==> src/rtl/reg_file_scoreboard_if.sv <==
// Purpose: bundle of write-back, issue and read-port signals between decode/write-back and the register file.
// Latency: n/a (wires only).
// Backpressure: stall is the only backpressure signal; decode holds its issue while it is high.
//
// Signals:
//   wb_valid/wb_gpr/wb_fpr/wb_dst/wb_data : write-back retire strobe, target file flags, index, result
//   iss_valid/iss_gpr/iss_fpr/iss_dst     : issue strobe, destination file flags, destination index
//   rs_a/rt_a/fs_a/ft_a, src_use          : read addresses and source-used mask {ft,fs,rt,rs}
//   rs_d/rt_d/fs_d/ft_d, stall            : read data and decode stall
interface reg_file_scoreboard_if #(
    parameter int AW    = 5,
    parameter int REG_W = 32
);
    logic             wb_valid;
    logic             wb_gpr;
    logic             wb_fpr;
    logic [AW-1:0]    wb_dst;
    logic [REG_W-1:0] wb_data;

    logic             iss_valid;
    logic             iss_gpr;
    logic             iss_fpr;
    logic [AW-1:0]    iss_dst;

    logic [AW-1:0]    rs_a;
    logic [AW-1:0]    rt_a;
    logic [AW-1:0]    fs_a;
    logic [AW-1:0]    ft_a;
    logic [3:0]       src_use;

    logic [REG_W-1:0] rs_d;
    logic [REG_W-1:0] rt_d;
    logic [REG_W-1:0] fs_d;
    logic [REG_W-1:0] ft_d;
    logic             stall;

    // Decode / write-back side
    modport master (
        output wb_valid, wb_gpr, wb_fpr, wb_dst, wb_data,
        output iss_valid, iss_gpr, iss_fpr, iss_dst,
        output rs_a, rt_a, fs_a, ft_a, src_use,
        input  rs_d, rt_d, fs_d, ft_d, stall
    );

    // Register file side
    modport slave (
        input  wb_valid, wb_gpr, wb_fpr, wb_dst, wb_data,
        input  iss_valid, iss_gpr, iss_fpr, iss_dst,
        input  rs_a, rt_a, fs_a, ft_a, src_use,
        output rs_d, rt_d, fs_d, ft_d, stall
    );
endinterface

==> src/rtl/reg_file_scoreboard.sv <==
// Purpose: 32 GPR + 32 FPR architectural register file with per-register busy scoreboard and RAW stall.
// Latency: writes visible one edge later (same cycle when REGFILE_BYPASS_EN is defined); reads combinational.
// Backpressure: stall asserted while any used source is busy; an issue seen while stalled is dropped.
//
// Ports:
//   clk  : core clock, all state updates on the rising edge
//   rst  : synchronous active-high reset (clears both files and all busy bits)
//   bus  : reg_file_scoreboard_if.slave (write-back, issue, four read ports, stall)
// Optional feature: define REGFILE_BYPASS_EN to forward same-cycle write-back data to the
// read ports and to mask the busy bit that write-back is clearing out of stall.
module reg_file_scoreboard #(
    parameter int NUM_REG = 32,
    parameter int AW      = 5,
    parameter int REG_W   = 32
) (
    input  logic                   clk,
    input  logic                   rst,
    reg_file_scoreboard_if.slave   bus
);

    logic [REG_W-1:0]   r_gpr [NUM_REG];
    logic [REG_W-1:0]   r_fpr [NUM_REG];
    logic [NUM_REG-1:0] r_gpr_busy;
    logic [NUM_REG-1:0] r_fpr_busy;

    logic               w_wr_gpr;
    logic               w_wr_fpr;
    logic [NUM_REG-1:0] w_gpr_clr;
    logic [NUM_REG-1:0] w_fpr_clr;
    logic [NUM_REG-1:0] w_gpr_set;
    logic [NUM_REG-1:0] w_fpr_set;
    logic [NUM_REG-1:0] w_gpr_busy_eff;
    logic [NUM_REG-1:0] w_fpr_busy_eff;
    logic               w_stall;
    logic               w_accept;

    // GPR wins when both flags are set; GPR0 writes are dropped. Reset masks both.
    assign w_wr_gpr = bus.wb_valid & bus.wb_gpr & (bus.wb_dst != '0) & ~rst;
    assign w_wr_fpr = bus.wb_valid & ~bus.wb_gpr & bus.wb_fpr & ~rst;

    always_comb begin
        w_gpr_clr = '0;
        w_fpr_clr = '0;
        if (w_wr_gpr) w_gpr_clr[bus.wb_dst] = 1'b1;
        if (w_wr_fpr) w_fpr_clr[bus.wb_dst] = 1'b1;
    end

`ifdef REGFILE_BYPASS_EN
    // A register being retired this cycle no longer holds up its consumer.
    assign w_gpr_busy_eff = r_gpr_busy & ~w_gpr_clr;
    assign w_fpr_busy_eff = r_fpr_busy & ~w_fpr_clr;
`else
    assign w_gpr_busy_eff = r_gpr_busy;
    assign w_fpr_busy_eff = r_fpr_busy;
`endif

    assign w_stall = (bus.src_use[0] & w_gpr_busy_eff[bus.rs_a])
                   | (bus.src_use[1] & w_gpr_busy_eff[bus.rt_a])
                   | (bus.src_use[2] & w_fpr_busy_eff[bus.fs_a])
                   | (bus.src_use[3] & w_fpr_busy_eff[bus.ft_a]);

    assign bus.stall = w_stall;
    assign w_accept  = bus.iss_valid & ~w_stall & ~rst;

    // GPR takes priority over FPR on issue too; GPR0 is never marked busy.
    always_comb begin
        w_gpr_set = '0;
        w_fpr_set = '0;
        if (w_accept) begin
            if (bus.iss_gpr) begin
                if (bus.iss_dst != '0) w_gpr_set[bus.iss_dst] = 1'b1;
            end else if (bus.iss_fpr) begin
                w_fpr_set[bus.iss_dst] = 1'b1;
            end
        end
    end

    function automatic logic [REG_W-1:0] read_gpr(input logic [AW-1:0] addr);
        logic [REG_W-1:0] v;
        v = r_gpr[addr];
`ifdef REGFILE_BYPASS_EN
        if (w_wr_gpr && (bus.wb_dst == addr)) v = bus.wb_data;
`endif
        if (addr == '0) v = '0;
        return v;
    endfunction

    function automatic logic [REG_W-1:0] read_fpr(input logic [AW-1:0] addr);
        logic [REG_W-1:0] v;
        v = r_fpr[addr];
`ifdef REGFILE_BYPASS_EN
        if (w_wr_fpr && (bus.wb_dst == addr)) v = bus.wb_data;
`endif
        return v;
    endfunction

    assign bus.rs_d = read_gpr(bus.rs_a);
    assign bus.rt_d = read_gpr(bus.rt_a);
    assign bus.fs_d = read_fpr(bus.fs_a);
    assign bus.ft_d = read_fpr(bus.ft_a);

    always_ff @(posedge clk) begin
        if (rst) begin
            for (int i = 0; i < NUM_REG; i++) begin
                r_gpr[i] <= '0;
                r_fpr[i] <= '0;
            end
            r_gpr_busy <= '0;
            r_fpr_busy <= '0;
        end else begin
            if (w_wr_gpr) r_gpr[bus.wb_dst] <= bus.wb_data;
            if (w_wr_fpr) r_fpr[bus.wb_dst] <= bus.wb_data;
            // Set after clear: a same-cycle new producer keeps the register busy.
            r_gpr_busy <= (r_gpr_busy & ~w_gpr_clr) | w_gpr_set;
            r_fpr_busy <= (r_fpr_busy & ~w_fpr_clr) | w_fpr_set;
        end
    end

endmodule

==> src/flat_wrapper.sv <==
// flat-port wrapper written by rule: the top's interface ports become plain ports
module reg_file_scoreboard_flat 
#(
    parameter int NUM_REG = 32,
    parameter int AW      = 5,
    parameter int REG_W   = 32
)
  (clk, rst, bus_wb_valid, bus_wb_gpr, bus_wb_fpr, bus_wb_dst, bus_wb_data, bus_iss_valid, bus_iss_gpr, bus_iss_fpr, bus_iss_dst, bus_rs_a, bus_rt_a, bus_fs_a, bus_ft_a, bus_src_use, bus_rs_d, bus_rt_d, bus_fs_d, bus_ft_d, bus_stall);
  reg_file_scoreboard_if #(.AW(AW), .REG_W(REG_W)) bus_i ();
  input  logic clk;
  input  logic rst;
  input wire logic [$bits(bus_i.wb_valid)-1:0] bus_wb_valid;
  input wire logic [$bits(bus_i.wb_gpr)-1:0] bus_wb_gpr;
  input wire logic [$bits(bus_i.wb_fpr)-1:0] bus_wb_fpr;
  input wire logic [$bits(bus_i.wb_dst)-1:0] bus_wb_dst;
  input wire logic [$bits(bus_i.wb_data)-1:0] bus_wb_data;
  input wire logic [$bits(bus_i.iss_valid)-1:0] bus_iss_valid;
  input wire logic [$bits(bus_i.iss_gpr)-1:0] bus_iss_gpr;
  input wire logic [$bits(bus_i.iss_fpr)-1:0] bus_iss_fpr;
  input wire logic [$bits(bus_i.iss_dst)-1:0] bus_iss_dst;
  input wire logic [$bits(bus_i.rs_a)-1:0] bus_rs_a;
  input wire logic [$bits(bus_i.rt_a)-1:0] bus_rt_a;
  input wire logic [$bits(bus_i.fs_a)-1:0] bus_fs_a;
  input wire logic [$bits(bus_i.ft_a)-1:0] bus_ft_a;
  input wire logic [$bits(bus_i.src_use)-1:0] bus_src_use;
  output wire logic [$bits(bus_i.rs_d)-1:0] bus_rs_d;
  output wire logic [$bits(bus_i.rt_d)-1:0] bus_rt_d;
  output wire logic [$bits(bus_i.fs_d)-1:0] bus_fs_d;
  output wire logic [$bits(bus_i.ft_d)-1:0] bus_ft_d;
  output wire logic [$bits(bus_i.stall)-1:0] bus_stall;
  assign bus_i.wb_valid = bus_wb_valid;
  assign bus_i.wb_gpr = bus_wb_gpr;
  assign bus_i.wb_fpr = bus_wb_fpr;
  assign bus_i.wb_dst = bus_wb_dst;
  assign bus_i.wb_data = bus_wb_data;
  assign bus_i.iss_valid = bus_iss_valid;
  assign bus_i.iss_gpr = bus_iss_gpr;
  assign bus_i.iss_fpr = bus_iss_fpr;
  assign bus_i.iss_dst = bus_iss_dst;
  assign bus_i.rs_a = bus_rs_a;
  assign bus_i.rt_a = bus_rt_a;
  assign bus_i.fs_a = bus_fs_a;
  assign bus_i.ft_a = bus_ft_a;
  assign bus_i.src_use = bus_src_use;
  assign bus_rs_d = bus_i.rs_d;
  assign bus_rt_d = bus_i.rt_d;
  assign bus_fs_d = bus_i.fs_d;
  assign bus_ft_d = bus_i.ft_d;
  assign bus_stall = bus_i.stall;
  reg_file_scoreboard #(.NUM_REG(NUM_REG), .AW(AW), .REG_W(REG_W)) u_core (.clk(clk), .rst(rst), .bus(bus_i));
endmodule
==> config.mk <==
export PLATFORM = sky130hd
export DESIGN_NAME = reg_file_scoreboard_flat
export DESIGN_NICKNAME = d
export VERILOG_FILES = /design/src/rtl/reg_file_scoreboard_if.sv /design/src/rtl/reg_file_scoreboard.sv /design/src/flat_wrapper.sv
export SDC_FILE = /design/constraint.sdc
export NUM_CORES = 2
export LEC_CHECK = 0
export CAP_MARGIN = 20
export CORE_AREA = 2 2 458 414
export DETAILED_ROUTE_END_ITERATION = 10
export DIE_AREA = 0 0 460 416
export GPL_TIMING_DRIVEN = 0
export MAX_ROUTING_LAYER = met4
export PLACE_DENSITY = 0.85
export SKIP_LAST_GASP = 1
export SLEW_MARGIN = 10
export SYNTH_ARGS = -nofsm -noshare
export SYNTH_HDL_FRONTEND = slang
export SYNTH_SLANG_ARGS = --single-unit
==> constraint.sdc <==
create_clock -name clk -period 4.3 [get_ports clk]
set_clock_uncertainty 0.1 [all_clocks]
set_input_delay 0.86 -clock clk [delete_from_list [all_inputs] [get_ports clk]]
set_output_delay 0.86 -clock clk [all_outputs]
set_load 0.02 [all_outputs]
=== After elaboration in Yosys (flattened, before gate mapping) ===
Memories as Yosys holds them, arrays and structs flattened.
Index checks and enable logic that the tools add are counted.

* Bits in registers: 64
* Memory bits (writable): 2048
* Input port bits: 74
* Output and inout bits: 129
* Logic and storage cells: 80
* Memories: 2

{| class="wikitable"
|+ Memory list
! memory !! depth !! width !! read ports !! clocked after Yosys merged registers in !! wr ports !! RTL line !! text
|-
| u_core.r_fpr || 32 || 32 || 2 || 0 || 32 || reg_file_scoreboard.sv:22 || <nowiki>logic [REG_W-1:0] r_fpr [NUM_REG];</nowiki>
|-
| u_core.r_gpr || 32 || 32 || 2 || 0 || 32 || reg_file_scoreboard.sv:21 || <nowiki>logic [REG_W-1:0] r_gpr [NUM_REG];</nowiki>
|}

* $lt $le $gt $ge: 8
* Muxes and demuxes: 36
* Bitwise gates (word level): 24
* Reductions and logical operators: 8

{| class="wikitable"
|+ Operator list
! kind !! number
|-
| $mux W32 || 12
|-
| $and A32 B32 Y32 || 2
|-
| $not A32 Y32 || 2
|-
| $or A32 B32 Y32 || 2
|-
| $reduce_or A32 Y1 || 2
|-
| $lt A5 B6 Y1 const B || 6
|-
| $bmux W1 S5 || 4
|-
| $mux W1 || 16
|-
| $and A1 B1 Y1 || 12
|-
| $demux W1 S5 || 2
|-
| $ge A5 B1 Y1 const B || 2
|-
| $logic_not A5 Y1 || 2
|-
| $mux W5 || 2
|-
| $reduce_bool A5 Y1 || 2
|-
| $not A1 Y1 || 3
|-
| $or A1 B1 Y1 || 3
|-
| $logic_and A1 B1 Y1 || 2
|}

=== Longest topological paths before layout ===
* Depth after elaboration: 11
* Gate-level depth with buffers: 9
* Depth with buffers taken out: 6

=== Worst setup path after synthesis ===
No wires, ideal clock.

* Kind: input to output
* Start point: input port bus_fs_a[0]
* End point: output port bus_fs_d[12]
* Arrival: 3.205 ns
* Data required time: 3.340 ns
* Slack: 0.135 ns
* Cell stages on the path: 6
* Path buffers: 3
* Path through: buf_2 buf_2 buf_1 mux4_2 mux4_2 mux2_2

* Longest elaborated chain between the ends: 1

{| class="wikitable"
|+ Ends and longest elaborated chain
! what !! RTL line !! text
|-
| start, declared || flat_wrapper.sv:23 || <nowiki>input wire logic [$bits(bus_i.fs_a)-1:0] bus_fs_a;</nowiki>
|-
| $mem_v2 Z32 W32 || n/a ||
|-
| end, declared || flat_wrapper.sv:28 || <nowiki>output wire logic [$bits(bus_i.fs_d)-1:0] bus_fs_d;</nowiki>
|}

No other way between the ends.

==> summary.txt <==
Place
  • I/O Buffers: 184
  • Area after DPL: 118000 µm²
  • GP Congestion: 1.04
  • DP HPWL: 285000 µm

Run status
  • Status: finished, violations left
  • Failing checks: negative setup slack

Synth
  • FF+latch count, synth: 2112
  • Avg Cell Area, Syn: 16.4 µm²
  • Syn. warnings: 0
  • Netlist cell types: 50
  • Mapped cell area: 112000 µm²
  • Synth Flop Type: edfxtp_1
  • Yosys top cell area share: 55.1%
  • Synth area leaders: edfxtp_1 (55%), mux4_2 (26%), and2_1 (11%)
  • Post-synth EDFFs: 2048
  • Post-synthesis sequential area ratio: 56.3%
  • Cells after synthesis: 6782
  • Cell taking the most area after synthesis: edfxtp_1
  • Ys async rst share: 0%

Floorplanning
  • # rows: 151
  • Die extent in x: 460 µm
  • I/O pin count: 203
  • Chip Height: 416 µm
  • Die area: 191000 µm²
  • Initial Utilization: 59.6%
  • CORE AREA: 187000 µm²

Routing
  • DRT antenna net count: 0
  • Initial DRC Count: 14470
  • First-pass detailed-route iteration total: 8
  • Vias: 74532
  • DRC: 0
  • Wire length per cell: 39.7 µm
  • Vias per Instance: 7.45
  • Drt total wl: 397000 µm

Min path
  • Cells on Worst Hold Path: 3
  • Worst min path class: input port to flip-flop

Worst setup path
  • Critical Path Start Type: input port
  • Required @ worst endpoint: 4700 ps
  • Crit. End Element: flip-flop
  • Critical path data arrival time: 5090 ps
  • Crit Path Max Fanout: 16
  • Cells on worst reg2reg path: 8
  • Crit Path Category: input port to flip-flop

Global routing
  • Largest net degree at the start of global routing: 34
  • First-pass GRT wire length: 548000 µm
  • Vias in the first global route: 73980
  • Total grt overflow: 0
  • Antenna violations before repair: 32
  • GRT Util Overall: 42.8%

Power and ir drop
  • Leakage: 43.7 nW
  • Power Dens Cells: 393 nW/µm²
  • Peak supply drop: 481 µV

Final layout
  • Fillers: 11428
  • Share of cells above drive strength 1: 31.5%
  • Most frequent cells in the layout: edfxtp_1 (2048), and2_1 (2017), mux4_2 (1310), clkbuf_1 (456), clkbuf_16 (238)
  • Fin area: 128000 µm²
  • Area Overhead vs Synth: 15.1%
  • Fin nets: 7418
  • Leading cell type in the layout, fill and taps excluded: edfxtp_1
  • Sequential cell area: 62800 µm²
  • Area of the multi-input gates: 46400 µm²

STA
  • Fmax achieved: 0.213 GHz
  • Final Hold Fails: 0
  • Min cycle time layout: 4680 ps
  • Hold Slack: 339 ps
  • Final Setup Violations: 675
  • RSZ-0062 raised after global routing: true
  • Relative slew slack: 13.1%
  • Max Slew Vio Count: 0
  • Slew @ Worst Pin: 1300 ps
  • Final period util: 109%
  • Setup WS post-layout: -385 ps

Clock network
  • CTS Sinks: 2112
  • Clock Tree Buf Depth: 3
  • CTS tree: built
  • Hold-fix buffer count after cts: 0
  • Clock slew at reported path FFs: 70 ps
  • Clock root buffer: clkbuf_16
  • Worst skew pair latency: 900 ps
  • CTS buffer count: 213
  • CTS H-tree lvls: 4

Run
  • Max-Cap Viols: 0
==> final timing paths <==
check,slack [ps],start,endpoint
min reg2reg,380,u_core.r_gpr_busy[29],u_core.r_gpr_busy[29]
max reg2reg,1540,u_core.r_fpr_busy[29],u_core.r_fpr_busy[16]
max,-380,rst,u_core.r_gpr[20][27]
min,340,bus_iss_dst[1],u_core.r_gpr_busy[2]
==> where the power goes <==
part	total (mW)	switching (mW)	internal, mW	leakage, nW
sequential	24.2	0.586	23.6	20.0
clock	18.9	8.35	10.5	3.32
combinational	7.37	4.18	3.19	20.4
total	50.4	13.1	37.3	43.7
==> through the flow <==
step | setup TNS, ps | total power, mW | util (%) | std cells | worst slack, ps
3_5_place_dp | -1700970 | 31.2 | 62.9 | 9508 | -2510
2_1_floorplan | 0 | 28.2 | - | 6813 | 135
3_3_place_gp | -5573790 | 30.9 | 62.3 | 9445 | -2960
5_1_grt | -5290 | 50.9 | 68.6 | 9996 | -95.9
4_1_cts | -1010 | 49.7 | 68.3 | 9941 | -166
6_report | -84230 | 50.4 | 68.6 | 10006 | -385
==> repair_timing <==
| item | in CTS | in global routing |
|---|---|---|
| setup buffers | 26 | 18 |
| pin swaps | 1 | 1 |
| endpoints found under the setup margin | 409 | 495 |
| resized for setup | 1295 | 148 |
| gates cloned | 14 | 4 |
==> sequential cells by signal, indices dropped and copies added (netlist names) <==
name / cells
u_core.r_fpr: 1024
u_core.r_fpr_busy: 32
u_core.r_gpr: 1024
u_core.r_gpr_busy: 32
==> metal layers <==
| layer | vias to the layer above | track usage (%) | part of all wire, % |
|---|---|---|---|
| met5 | - | - | 0 |
| li1 | 27500 | - | - |
| met2 | 7702 | 58.8 | 43 |
| met4 | 0 | 32.4 | 10 |
| met1 | 37429 | 52.0 | 31 |
| met3 | 1901 | 15.5 | 16 |
==> layout make-up <==
class / count / share of cell area (%)
Clock buffer: 267 / 4.42
Tap cell: 2448 / 2.39
Sequential cell: 2112 / 48.9
Multi-Input combinational cell: 3908 / 36.1
Timing Repair Buffer: 315 / 2.84
Clock inverter: 126 / 0.932
Buffer: 727 / 4.10
Antenna cell: 36 / 0.0702
Inverter: 67 / 0.196
==> synthesized netlist by cell type (9+ instances only) <==
cell / n
edfxtp_1: 2048
and2_1: 2017
mux4_2: 1310
clkbuf_1: 581
nor2_1: 128
nand2_1: 109
buf_1: 83
mux2_2: 68
inv_1: 67
dfxtp_1: 64
buf_2: 58
mux2i_1: 44
or2_2: 36
a21oi_1: 32
o32ai_1: 30
o31ai_1: 17
nand3_1: 13
nor2b_1: 9
o41ai_1: 9
==> critical path, cell delays in order <==
cell	delay [ps]
clkdlybuf4s50_1	910
and3b_1	680
clkbuf_1	300
nand3_1	450
nor2_2	1010
or2_2	830
==> logic make-up after synthesis <==
logic type             Yosys count  share of synthesized area (%)
and+or+nand+nor               2347                           12.7
DFF                           2112                           56.3
other                            1                        0.00336
muxes                         1422                           27.5
AOI/OAI and AO/OA              106                          0.706
buffers and inverters          794                           2.77
(Power assumes the default switching activity.)
